`config.mk`:
```
export PLATFORM = sky130hd
export DESIGN_NAME = pid_gain_scheduler
export DESIGN_NICKNAME = d
export VERILOG_FILES = /design/src/rtl/pid_sched_pkg.sv /design/src/rtl/pid_gain_scaler.sv /design/src/rtl/pid_gain_scheduler.sv
export SDC_FILE = /design/constraint.sdc
export NUM_CORES = 1
export LEC_CHECK = 0
export ABC_CLOCK_PERIOD_IN_PS = 5600
export BUFFER_PORTS_ARGS = -buffer_cell sky130_fd_sc_hd__buf_2
export CORE_MARGIN = 8
export CORE_UTILIZATION = 54
export DETAILED_ROUTE_END_ITERATION = 16
export GPL_ROUTABILITY_DRIVEN = 1
export GPL_TIMING_DRIVEN = 1
export PLACE_DENSITY = 0.84
export SETUP_SLACK_MARGIN = 0.4
export SLEW_MARGIN = 5
export SYNTH_ARGS = -nofsm -noshare
export SYNTH_HDL_FRONTEND = slang
export SYNTH_SLANG_ARGS = --single-unit
export TNS_END_PERCENT = 1
```
`constraint.sdc`:
```
create_clock -name clk -period 5.6 [get_ports clk]
set_input_delay 0.56 -clock clk [delete_from_list [all_inputs] [get_ports clk]]
set_output_delay 0.56 -clock clk [all_outputs]
set_load 0.03 [all_outputs]
```
`src/rtl/pid_sched_pkg.sv`:
```
// Shared types for the PID gain scheduler: state encoding, gain bundle,
// and the saturating |error| helper.
package pid_sched_pkg;

  localparam int GAIN_W = 16;
  localparam int LVL_W  = 2;
  localparam logic [LVL_W-1:0] MAX_LEVEL = 2'd3;

  typedef enum logic [1:0] {
    ST_NOMINAL    = 2'd0,
    ST_DERATED    = 2'd1,
    ST_SETTLING   = 2'd2,
    ST_RECOVERING = 2'd3
  } sched_state_e;

  typedef struct packed {
    logic [GAIN_W-1:0] kp;
    logic [GAIN_W-1:0] ki;
    logic [GAIN_W-1:0] kd;
  } gains_t;

  // -2^31 has no positive twin, so it folds onto 2^31-1
  function automatic logic [31:0] abs_sat(input logic signed [31:0] v);
    if (v == 32'sh8000_0000) return 32'h7FFF_FFFF;
    else if (v < 0)          return 32'(-v);
    else                     return 32'(v);
  endfunction

endpackage

```
`src/rtl/pid_gain_scaler.sv`:
```
// Combinational gain derate: kp/ki halve per level, kd grows by a quarter
// of nominal per level and clips at full scale.
module pid_gain_scaler
  import pid_sched_pkg::*;
(
  input  gains_t             i_nom,
  input  logic [LVL_W-1:0]   i_level,
  output gains_t             o_gains
);

  logic [GAIN_W:0] w_kd_step;
  logic [GAIN_W:0] w_kd_sum;

  assign w_kd_step = (GAIN_W+1)'(i_nom.kd >> 2) * (GAIN_W+1)'(i_level);
  assign w_kd_sum  = (GAIN_W+1)'(i_nom.kd) + w_kd_step;

  assign o_gains.kp = i_nom.kp >> i_level;
  assign o_gains.ki = i_nom.ki >> i_level;
  assign o_gains.kd = w_kd_sum[GAIN_W] ? {GAIN_W{1'b1}} : w_kd_sum[GAIN_W-1:0];

endmodule

```
`src/rtl/pid_gain_scheduler.sv`:
```
// Overshoot-driven PID gain scheduler: derates in steps while overshoot
// persists, waits for the error to settle, then steps gains back up.
module pid_gain_scheduler
  import pid_sched_pkg::*;
#(
  parameter int unsigned        DWELL_TICKS   = 50,
  parameter int unsigned        SETTLE_TICKS  = 200,
  parameter int unsigned        RECOVER_TICKS = 100,
  parameter logic signed [31:0] SETTLE_BAND   = 32'sd100,
  parameter logic [15:0]        KP_DEFAULT    = 16'd1024,
  parameter logic [15:0]        KI_DEFAULT    = 16'd64,
  parameter logic [15:0]        KD_DEFAULT    = 16'd256
)(
  input  logic                clk,
  input  logic                reset,
  input  logic                clk_100k_enable,
  input  logic                overshoot_detected,
  input  logic signed [31:0]  error_pos,
  input  logic                cfg_load,
  input  logic [GAIN_W-1:0]   kp_cfg,
  input  logic [GAIN_W-1:0]   ki_cfg,
  input  logic [GAIN_W-1:0]   kd_cfg,
  output logic [GAIN_W-1:0]   kp_out,
  output logic [GAIN_W-1:0]   ki_out,
  output logic [GAIN_W-1:0]   kd_out,
  output logic                gain_update,
  output logic [1:0]          derate_level,
  output logic [1:0]          sched_state,
  output logic                saturated
);

  localparam logic [31:0] DWELL_LAST   = 32'(DWELL_TICKS - 1);
  localparam logic [31:0] SETTLE_LAST  = 32'(SETTLE_TICKS - 1);
  localparam logic [31:0] RECOVER_LAST = 32'(RECOVER_TICKS - 1);
  localparam gains_t      DEFAULTS     = '{kp: KP_DEFAULT, ki: KI_DEFAULT, kd: KD_DEFAULT};

  sched_state_e       r_state, w_state_nx;
  logic [LVL_W-1:0]   r_lvl, w_lvl_nx;
  logic [31:0]        r_cnt, w_cnt_nx;
  logic               r_sat, w_sat_nx;
  gains_t             r_nom, r_pend, r_out;
  logic               r_pend_vld;
  logic               r_upd;

  gains_t             w_cfg;
  gains_t             w_scaled;
  logic [31:0]        w_abs_err;
  logic               w_in_band;
  logic               w_enter_nom;

  assign w_cfg       = '{kp: kp_cfg, ki: ki_cfg, kd: kd_cfg};
  assign w_abs_err   = abs_sat(error_pos);
  assign w_in_band   = $signed({1'b0, w_abs_err}) <= 33'(SETTLE_BAND);
  assign w_enter_nom = (r_state != ST_NOMINAL) && (w_state_nx == ST_NOMINAL);

  pid_gain_scaler u_scaler (
    .i_nom   (r_nom),
    .i_level (r_lvl),
    .o_gains (w_scaled)
  );

  // State and datapath registers
  always_ff @(posedge clk) begin
    if (reset) begin
      r_state    <= ST_NOMINAL;
      r_lvl      <= '0;
      r_cnt      <= '0;
      r_sat      <= 1'b0;
      r_nom      <= DEFAULTS;
      r_pend     <= DEFAULTS;
      r_pend_vld <= 1'b0;
      r_out      <= DEFAULTS;
      r_upd      <= 1'b0;
    end else begin
      r_state <= w_state_nx;
      r_lvl   <= w_lvl_nx;
      r_cnt   <= w_cnt_nx;
      r_sat   <= w_sat_nx;

      // A load on the entry clk is newer than anything buffered
      if (cfg_load && r_state == ST_NOMINAL)
        r_nom <= w_cfg;
      else if (w_enter_nom)
        r_nom <= cfg_load ? w_cfg : (r_pend_vld ? r_pend : r_nom);

      if (w_enter_nom) begin
        r_pend_vld <= 1'b0;
      end else if (cfg_load && r_state != ST_NOMINAL) begin
        r_pend     <= w_cfg;
        r_pend_vld <= 1'b1;
      end

      r_out <= w_scaled;
      r_upd <= (w_scaled != r_out);
    end
  end

  // Next-state / counter / level decode
  always_comb begin
    w_state_nx = r_state;
    w_lvl_nx   = r_lvl;
    w_cnt_nx   = r_cnt;
    w_sat_nx   = r_sat;
    if (clk_100k_enable) begin
      case (r_state)
        ST_NOMINAL: begin
          if (overshoot_detected) begin
            w_state_nx = ST_DERATED;
            w_lvl_nx   = 2'd1;
            w_cnt_nx   = '0;
          end
        end
        ST_DERATED: begin
          if (r_cnt == DWELL_LAST) begin
            w_cnt_nx = '0;
            if (!overshoot_detected)     w_state_nx = ST_SETTLING;
            else if (r_lvl != MAX_LEVEL) w_lvl_nx   = r_lvl + 2'd1;
            else                         w_sat_nx   = 1'b1;
          end else begin
            w_cnt_nx = r_cnt + 32'd1;
          end
        end
        ST_SETTLING: begin
          if (overshoot_detected) begin
            w_state_nx = ST_DERATED;
            w_cnt_nx   = '0;
          end else if (w_in_band) begin
            if (r_cnt == SETTLE_LAST) begin
              w_state_nx = ST_RECOVERING;
              w_cnt_nx   = '0;
            end else begin
              w_cnt_nx = r_cnt + 32'd1;
            end
          end else begin
            w_cnt_nx = '0;
          end
        end
        ST_RECOVERING: begin
          if (overshoot_detected) begin
            w_state_nx = ST_DERATED;
            w_cnt_nx   = '0;
            if (r_lvl != MAX_LEVEL) w_lvl_nx = r_lvl + 2'd1;
          end else if (r_cnt == RECOVER_LAST) begin
            w_cnt_nx = '0;
            w_lvl_nx = r_lvl - 2'd1;
            if (r_lvl == 2'd1) w_state_nx = ST_NOMINAL;
          end else begin
            w_cnt_nx = r_cnt + 32'd1;
          end
        end
        default: ;
      endcase
      if (w_lvl_nx != MAX_LEVEL) w_sat_nx = 1'b0;
    end
  end

  // Outputs
  always_comb begin
    sched_state  = r_state;
    derate_level = r_lvl;
    saturated    = r_sat;
    kp_out       = r_out.kp;
    ki_out       = r_out.ki;
    kd_out       = r_out.kd;
    gain_update  = r_upd;
  end

endmodule

```
==> results of run 1 <==
==> placed cells by master, fill, tap and decap left out, types with 38 or more instances in the layout <==
| cell | Yosys | final |
|---|---|---|
| xnor2_1 | 38 | 38 |
| buf_2 | 2 | 137 |
| mux2i_1 | 76 | 76 |
| a211oi_1 | 64 | 64 |
| nand2_1 | 153 | 153 |
| dfxtp_1 | 183 | 181 |
| and2_1 | 41 | 41 |
| nor2_1 | 139 | 138 |
| a21oi_1 | 105 | 102 |
==> power groups by stage <==
| stage | registers (uW) | clock network, uW | logic (uW) |
|---|---|---|---|
| after global placement | 1470 | 0 | 689 |
| after CTS | 1450 | 1210 | 711 |
| final | 1450 | 1200 | 718 |
| after global routing | 1460 | 1260 | 788 |
| after detailed placement | 1480 | 0 | 703 |
| after floorplan | 1520 | 0 | 452 |
==> cells by family (layout without fill, tap and decap cells) <==
family,after synthesis,in the layout
AO/OA/AOI/OAI,346,346
flip-flops,183,183
AND/OR/NAND/NOR,534,534
XOR/XNOR,72,72
other,0,1
adder cells (fa/ha/maj),38,38
buffers and inverters,119,217
multiplexers,100,100
==> critical path: stages (launching register included) <==
cell      delay (ps)
dfxtp_1          340
and2_1           170
ha_1             220
fa_1             400
a21o_1           190
a21oi_2          170
o21bai_1         100
a21oi_2          160
o21bai_1         100
a211oi_1         240
nor2_1           100
o41ai_2          340
buf_4            170
xnor2_1          110
ha_1             250
nand2b_1         200
nor2_1            70
mux2i_1          170
o211ai_1         150
a311oi_2         400
nor4bb_1         260
a32oi_1           80
a211oi_1         210
a41oi_1          140
==> stage by stage <==
| step | total power (uW) | instances | util | instance area [um^2] | hold slack (ps) |
|---|---|---|---|---|---|
| CTS | 3370 | 1763 | 0.610 | 12700 | 346 |
| global route | 3510 | 1766 | 0.612 | 12800 | 357 |
| finish | 3370 | 1766 | 0.612 | 12800 | 360 |
| global placement | 2160 | 1731 | 0.583 | 12100 | 440 |
| detailed placement | 2180 | 1731 | 0.583 | 12100 | 446 |
| floorplan | 1970 | 1392 | - | 11400 | 434 |
==> synthesized netlist by cell type (6+ instances only) <==
cell type | count | area share
dfxtp_1 | 183 | 0.32
nand2_1 | 153 | 0.051
nor2_1 | 139 | 0.046
a21oi_1 | 105 | 0.046
mux2i_1 | 76 | 0.067
clkbuf_1 | 67 | 0.022
a211oi_1 | 64 | 0.042
and2_1 | 41 | 0.023
xnor2_1 | 38 | 0.029
ha_1 | 36 | 0.040
inv_1 | 36 | 0.012
xor2_1 | 34 | 0.026
a31oi_1 | 32 | 0.018
nand3_1 | 28 | 0.012
o21ai_0 | 26 | 0.011
nor3_1 | 23 | 0.010
nor4_1 | 23 | 0.013
nor2b_1 | 21 | 0.012
nand4_1 | 20 | 0.011
mux2_2 | 19 | 0.019
nand2b_1 | 18 | 0.0099
and3_1 | 12 | 0.0066
a21o_1 | 11 | 0.0073
a22o_1 | 11 | 0.0085
nand3b_1 | 11 | 0.0073
o2111ai_1 | 10 | 0.0077
o21bai_1 | 10 | 0.0066
buf_1 | 8 | 0.0026
a211o_1 | 7 | 0.0054
o21a_1 | 7 | 0.0046
o21ai_1 | 7 | 0.0031
a41oi_1 | 6 | 0.0046
and4_1 | 6 | 0.0046
nor3b_1 | 6 | 0.0040
==> registers in the layout, summed over array words and instances (netlist names) <==
name          count
r_nom            48
r_pend           48
r_cnt            32
kd_out           16
ki_out           16
kp_out           16
derate_level      2
sched_state       2
gain_update       1
r_pend_vld        1
saturated         1
==> routing by layer <==
| layer | vias to the layer above | global-route usage | wire length (um) |
|---|---|---|---|
| met5 | - | 0 | 0 |
| met4 | 0 | 0.0762 | 779 |
| met3 | 50 | 0.0630 | 2470 |
| met2 | 378 | 0.379 | 14200 |
| met1 | 5012 | 0.300 | 13600 |
| li1 | 5231 | - | - |
==> final cells by class <==
cell class | count | area, um^2 | share of cell area
multi-input combinational | 1090 | 7230 | 0.567
sequential | 183 | 3670 | 0.287
timing repair buffer | 148 | 788 | 0.0618
clock buffer | 19 | 443 | 0.0347
tap | 275 | 344 | 0.0270
clock inverter | 13 | 139 | 0.0109
inverter | 37 | 139 | 0.0109
antenna | 1 | 2.50 | 0.000196
==> repair_timing <==
| item | CTS | global route |
|---|---|---|
| resized for setup | 0 | 7 |
| setup buffers | 0 | 2 |
| endpoints found under the setup margin | 0 | 1 |
==> final timing paths <==
check                      to  slack, ps  depth (start not counted)
setup reg to reg  gain_update        680                         23
hold / removal      r_pend[8]        360                          3
setup / recovery  gain_update        680                         23
hold reg to reg     r_pend[5]        450                          2
==> impl_summary.txt, run 1 <==
----------------------------------------------------
[Outcome]
  Status ... finished, final reports clean

[Route]
  Count of TritonRoute iterations in the first routing pass ... 6
  Wire per inst ... 17.6 um
  DR vias/cell ... 6.04
  Number of design rule violations left after detail routing ... 0
  Antenna-violating nets left ... 0
  DRC violation total after the first TritonRoute iteration ... 1093
  Total via count after detailed routing ... 10700
  Final routed wirelength across all metal layers ... 31100 um

[Place]
  Final Wtd Congestion ... 0.934
  Port-buffer cells ... 138
  Detailed placement HPWL ... 22200 um
  Minimum setup slack after placement ... 566 ps

[Yosys]
  Synth Area in Simple Gates ... 0.234
  Synth Area in Compound Gates ... 0.205
  Number of register bits inferred by synthesis ... 183
  Xor and xnor fraction of the mapped netlist area ... 0.0556
  Adder-cell area share of the yosys netlist ... 0.0433
  Count of unique library cells instantiated by Yosys ... 78
  Multiplexer share of the synthesized area ... 0.0959
  Dominant combinational cell family by area after synthesis ... simple AND/OR/NAND/NOR gates
  Number of standard cells after synthesis ... 1392
  Number of enable-type register cells in the synthesized netlist ... 0
  Post-synthesis average cell area ... 8.14 um^2
  Post-synth top flop ... dfxtp_1
  Post-synthesis sequential area ratio ... 0.323
  Share of flip-flops with an asynchronous set or reset after synthesis ... 0
  Yosys warns ... 0
  Netlist Area Pre-Place ... 0.0113 mm^2
  Mapped Nets ... 1515

[Global route]
  Overall track demand over capacity in global routing ... 0.235
  Pin count of the biggest net entering global routing ... 97
  Antenna violations before repair ... 1
  Total congestion overflow ... 0
  Number of global-route vias before repair ... 10100
  Wire length of the first global-routing pass ... 51000 um

[Worst setup path]
  Critical path class ... flip-flop to flip-flop
  Worst Path Max Fanout ... 5
  Worst setup EP type ... flip-flop
  Critical Path Start Type ... flip-flop
  WP data arrival ... 5190 ps
  Setup crit start ... r_nom[2]
  Required time of the critical path ... 5870 ps
  Crit Reg-Reg Startpoint ... r_nom[2]

[Floorplan]
  Initial core utilization ... 0.544
  Die Outline Area ... 0.0259 mm^2
  Top-level port count ... 139
  Core area ... 0.0208 mm^2
  # rows ... 53
  Floorplan die height ... 161 um
  Horizontal die dimension ... 161 um

[STA]
  Setup-failing EPs final ... 0
  Pin slew with the least headroom to its limit ... 1060 ps
  Fmax ... 203 MHz
  Layout Skew ... 9.33 ps
  Max-slew violations ... 0
  Worst setup margin ... 680 ps
  Setup TNS ... 0 ps
  Setup repair after global routing missed its margin ... no
  Share of the clock period used by the worst path ... 0.879
  Final hold viol count ... 0
  Minimum clock period ... 4920 ps
  Tightest slew margin relative to the limit ... 0.286

[CTS]
  H-tree depth ... 4
  CTS sink count ... 183
  Clock slew at the register clock pins of the worst setup and hold paths ... 70 ps
  Max Root-Sink Buffers ... 2
  Insertion delay of the later-clocked pin in the worst-skew pair ... 430 ps
  CTS tree ... built
  Total clock buffers created by CTS ... 17
  Clock root cell ... clkbuf_16
  CTS Hold Buffers Added ... 0

[Final layout]
  Growth of design area from synthesis to finish ... 12.5%
  Net total in the final layout ... 1600
  Number of inserted filler cells in the final layout ... 1816
  Layout cell share with drive strength beyond 1 ... 0.155

[Power]
  Power per standard cell area ... 264 mW/mm^2
  Static leakage ... 0.00521 uW
  Proportion of power drawn by flip-flops and latches ... 0.431
  Switching share of total power ... 0.319
  Internal Pwr Total ... 2290 uW
  Switching pwr ... 1070 uW
  Combinational Power Share ... 0.213
  Clk network pwr share ... 0.356
  Worst voltage drop across the vdd grid ... 0.000228 V

[Job]
  Number of maximum-capacitance constraint violations ... 0

[Min path]
  Type of the worst min-delay path ... input pin to flip-flop
  Startpoint of the most critical hold path ... kd_cfg[8]

----------------------------------------------------
(Power assumes the default switching activity.)
==> inputs of run 2 (changes only) <==
--- a/config.mk
+++ b/config.mk
@@ -6,13 +6,13 @@
 export NUM_CORES = 1
 export LEC_CHECK = 0
 export ABC_CLOCK_PERIOD_IN_PS = 5600
-export BUFFER_PORTS_ARGS = -buffer_cell sky130_fd_sc_hd__buf_2
+export BUFFER_PORTS_ARGS = -buffer_cell sky130_fd_sc_hd__buf_4
 export CORE_MARGIN = 8
-export CORE_UTILIZATION = 54
+export CORE_UTILIZATION = 50
 export DETAILED_ROUTE_END_ITERATION = 16
 export GPL_ROUTABILITY_DRIVEN = 1
 export GPL_TIMING_DRIVEN = 1
-export PLACE_DENSITY = 0.84
+export PLACE_DENSITY = 0.79
 export SETUP_SLACK_MARGIN = 0.4
 export SLEW_MARGIN = 5
 export SYNTH_ARGS = -nofsm -noshare
==> run 2 against run 1 <==
Against the previous run:
- cell count grew 0.68%
- setup slack improved by 4.8 ps
- highest routed layer unchanged
- largest power group unchanged
- global-route usage down 1.8 points
- final area rose by 3.1%
- clock skew grew 0.78 ps
- wire length up 0.37%
- combinational power is 5.4% higher
- non-clock buffer count is 3 higher
- sequential share of layout area shrank 0.86 points
- register-to-register slack about the same
- via count barely moved
- maximum frequency is essentially flat
==> impl_summary.txt, run 2 (same netlist as run 1, synthesis figures left out) <==
----------------------------------------------------
[Worst setup path]
  Critical path class ... flip-flop to flip-flop
  RR Endpoint ... gain_update
  Critical Path Start Type ... flip-flop
  Sum of buffers and inverters on the critical path ... 1 (unchanged)
  Required time of the critical path ... 5870 ps (about the same)
  Top Family by Delay on Critical Path ... compound AO/OA/AOI/OAI gates
  Cell at the slowest stage of the critical path ... fa_2
  Cells on worst reg2reg path ... 22 (-4.3%)
  Max stage delay on crit path ... 360 ps (-40 ps)
  Series of cell instances along the critical path ... and2_1 > ha_1 > fa_2 > a21o_1 > a21oi_2 > o21bai_1 > a21oi_2 > o21bai_1 > a211oi_1 > nor2_1 > o41ai_2 > buf_4 > xnor2_1 > ha_2 > nor2b_1 > mux2i_1 > o211ai_1 > a311oi_2 > xor2_1 > nand4b_1 > a211oi_1 > a41oi_1
  Crit Reg-Reg Startpoint ... r_nom[2]
  Register-to-Register Setup Slack ... 680 ps (about the same)
  Worst setup EP type ... flip-flop
  Worst Path Max Fanout ... 6 (+1)
  WP data arrival ... 5180 ps (about the same)

[CTS]
  Clock slew at the register clock pins of the worst setup and hold paths ... 70 ps (about the same)
  Clock root cell ... clkbuf_16
  CTS sink count ... 183 (unchanged)
  Total clock buffers created by CTS ... 17 (unchanged)
  CTS tree ... built
  Insertion delay of the later-clocked pin in the worst-skew pair ... 440 ps (about the same)
  Max Root-Sink Buffers ... 2 (unchanged)
  H-tree depth ... 4 (unchanged)

[Power]
  Worst voltage drop across the vdd grid ... 0.000240 V (+4.9%)
  Clk network pwr share ... 0.352 (-0.004)
  Overall power ... 3410 uW (+1.3%)
  Power per standard cell area ... 260 mW/mm^2 (-1.7%)
  Internal Pwr Total ... 2330 uW (+1.5%)
  Combinational Power Share ... 0.222 (+0.009)
  Switching share of total power ... 0.317 (-0.00144)
  Switching pwr ... 1080 uW (+0.86%)
  Static leakage ... 0.00530 uW (+1.7%)
  Proportion of power drawn by flip-flops and latches ... 0.427 (-0.004)

[Final layout]
  Count of antenna diodes in the layout ... 0 (-1)
  Sequential cell area ... 0.00367 mm^2 (unchanged)
  Highest-count cells in the layout ignoring fill and taps ... dfxtp_1 (181), nand2_1 (153), buf_4 (149)
  End-of-flow core utilization ... 0.586 (-0.0265)
  Net total in the final layout ... 1603 (+0.19%)
  Total area of multi-input combinational cells ... 0.00725 mm^2 (+0.29%)
  Number of inserted filler cells in the final layout ... 1948 (+7.3%)
  Layout cell share with drive strength beyond 1 ... 0.161 (+0.00572)
  Registers with the most flip-flops ... r_nom x48, r_pend x48, r_cnt x32
  Growth of design area from synthesis to finish ... 16.0%
  Most frequent standard cell in the layout excluding fill and tap cells ... dfxtp_1

[Min path]
  Type of the worst min-delay path ... input pin to flip-flop
  Worst Hold Path EP ... r_pend[8]
  Startpoint of the most critical hold path ... kd_cfg[8]
  Hold Path Depth ... 3 (unchanged)

[Global route]
  Total congestion overflow ... 0 (unchanged)
  Pin count of the biggest net entering global routing ... 88 (-9.3%)
  Wire length of the first global-routing pass ... 50600 um (-0.70%)
  Overall track demand over capacity in global routing ... 0.217 (-0.0183)
  Number of global-route vias before repair ... 9924 (-1.9%)
  Antenna violations before repair ... 0 (-1)

[Route]
  Final routed wirelength across all metal layers ... 31200 um (+0.37%)
  Wire per inst ... 17.5 um (-0.30%)
  Count of TritonRoute iterations in the first routing pass ... 7 (+1)
  Total via count after detailed routing ... 10700 (-0.066%)
  DRC violation total after the first TritonRoute iteration ... 903 (-17%)
  Number of design rule violations left after detail routing ... 0 (unchanged)
  Antenna-violating nets left ... 0 (unchanged)
  DR vias/cell ... 6.00 (-0.74%)

[Floorplan]
  Horizontal die dimension ... 167 um (+3.5%)
  # rows ... 55 (+3.8%)
  Core area ... 0.0224 mm^2 (+7.7%)
  Initial core utilization ... 0.505 (-0.0391)
  Top-level port count ... 139 (unchanged)
  Die Outline Area ... 0.0277 mm^2 (+7.2%)
  Floorplan die height ... 167 um (+3.5%)

[Place]
  Final Wtd Congestion ... 0.936 (+0.20%)
  Port-buffer cells ... 138 (unchanged)
  Minimum setup slack after placement ... 461 ps (-105 ps)
  Detailed placement HPWL ... 22500 um (+1.1%)

[STA]
  Setup TNS ... 0 ps (unchanged)
  Final hold viol count ... 0 (unchanged)
  Setup repair after global routing missed its margin ... no
  Layout Skew ... 10.1 ps (+0.784 ps)
  Share of the clock period used by the worst path ... 0.878 (about the same)
  Tightest slew margin relative to the limit ... 0.283 (-0.00311)
  Pin slew with the least headroom to its limit ... 1070 ps (+6.24 ps)
  Worst setup margin ... 685 ps (+4.76 ps)
  Setup-failing EPs final ... 0 (unchanged)
  Minimum clock period ... 4920 ps (-4.76 ps)
  Fmax ... 203 MHz (about the same)
  Max-slew violations ... 0 (unchanged)

[Job]
  Number of maximum-capacitance constraint violations ... 0 (unchanged)

[Outcome]
  Status ... finished, final reports clean

----------------------------------------------------
[run 2: cell types whose count changed in the layout (fill, tap and decap cells not counted), sizes merged]
cell / before / now
buf: 148 / 151
clkbuf: 19 / 18
clkinv: 5 / 3
clkinvlp: 2 / 4
diode: 1 / 0
inv: 42 / 43
[run 2: power by group through the flow]
stage / clock (uW) / sequential (uW) / combinational (uW)
floorplan: 0 / 1520 / 452
global placement: 0 / 1480 / 726
detailed placement: 0 / 1480 / 738
CTS: 1210 / 1450 / 745
global route: 1270 / 1460 / 825
finish: 1200 / 1460 / 757
[run 2: area by class of cell]
class / count / area share
Multi-Input combinational cell: 1090 / 0.552
Sequential cell: 183 / 0.279
Timing Repair Buffer: 151 / 0.0875
Clock buffer: 18 / 0.0334
Tap cell: 285 / 0.0271
Clock inverter: 14 / 0.0108
Inverter: 37 / 0.0106
[run 2: repair_timing]
action	CTS	global route
setup endpoints to repair	1	1
buffers inserted	0	4
hold buffers	0	0
pin swaps	0	8
gates resized for setup	2	9
[run 2: worst max path at each step]
stage,startpoint,to,slack [ps],cells past startpoint
2_1_floorplan,derate_level[0],gain_update,420,27
3_3_place_gp,r_nom[2],gain_update,680,21
3_5_place_dp,derate_level[0],gain_update,460,20
4_1_cts,r_nom[2],gain_update,570,21
5_1_grt,derate_level[1],gain_update,400,20
6_report,r_nom[2],gain_update,680,22
[run 2: per-stage QoR]
| stage | std cells | area, um^2 | hold slack, ps |
|---|---|---|---|
| 2_1_floorplan | 1392 | 11400 | 434 |
| 3_3_place_gp | 1742 | 12500 | 440 |
| 3_5_place_dp | 1742 | 12500 | 446 |
| 4_1_cts | 1774 | 13100 | 337 |
| 5_1_grt | 1778 | 13100 | 354 |
| 6_report | 1778 | 13100 | 352 |
[run 2: per-layer routing]
metal / share of wire / vias to the layer above / GRT usage
met5: 0 / - / 0
li1: - / 5238 / -
met2: 0.45 / 373 / 0.348
met3: 0.079 / 58 / 0.0541
met1: 0.44 / 4995 / 0.282
met4: 0.023 / 0 / 0.0678
[run 2: tightest hold or removal path, stage by stage]
cell	delay [ps]
buf_4	80
nand2_1	40
nand3b_1	70
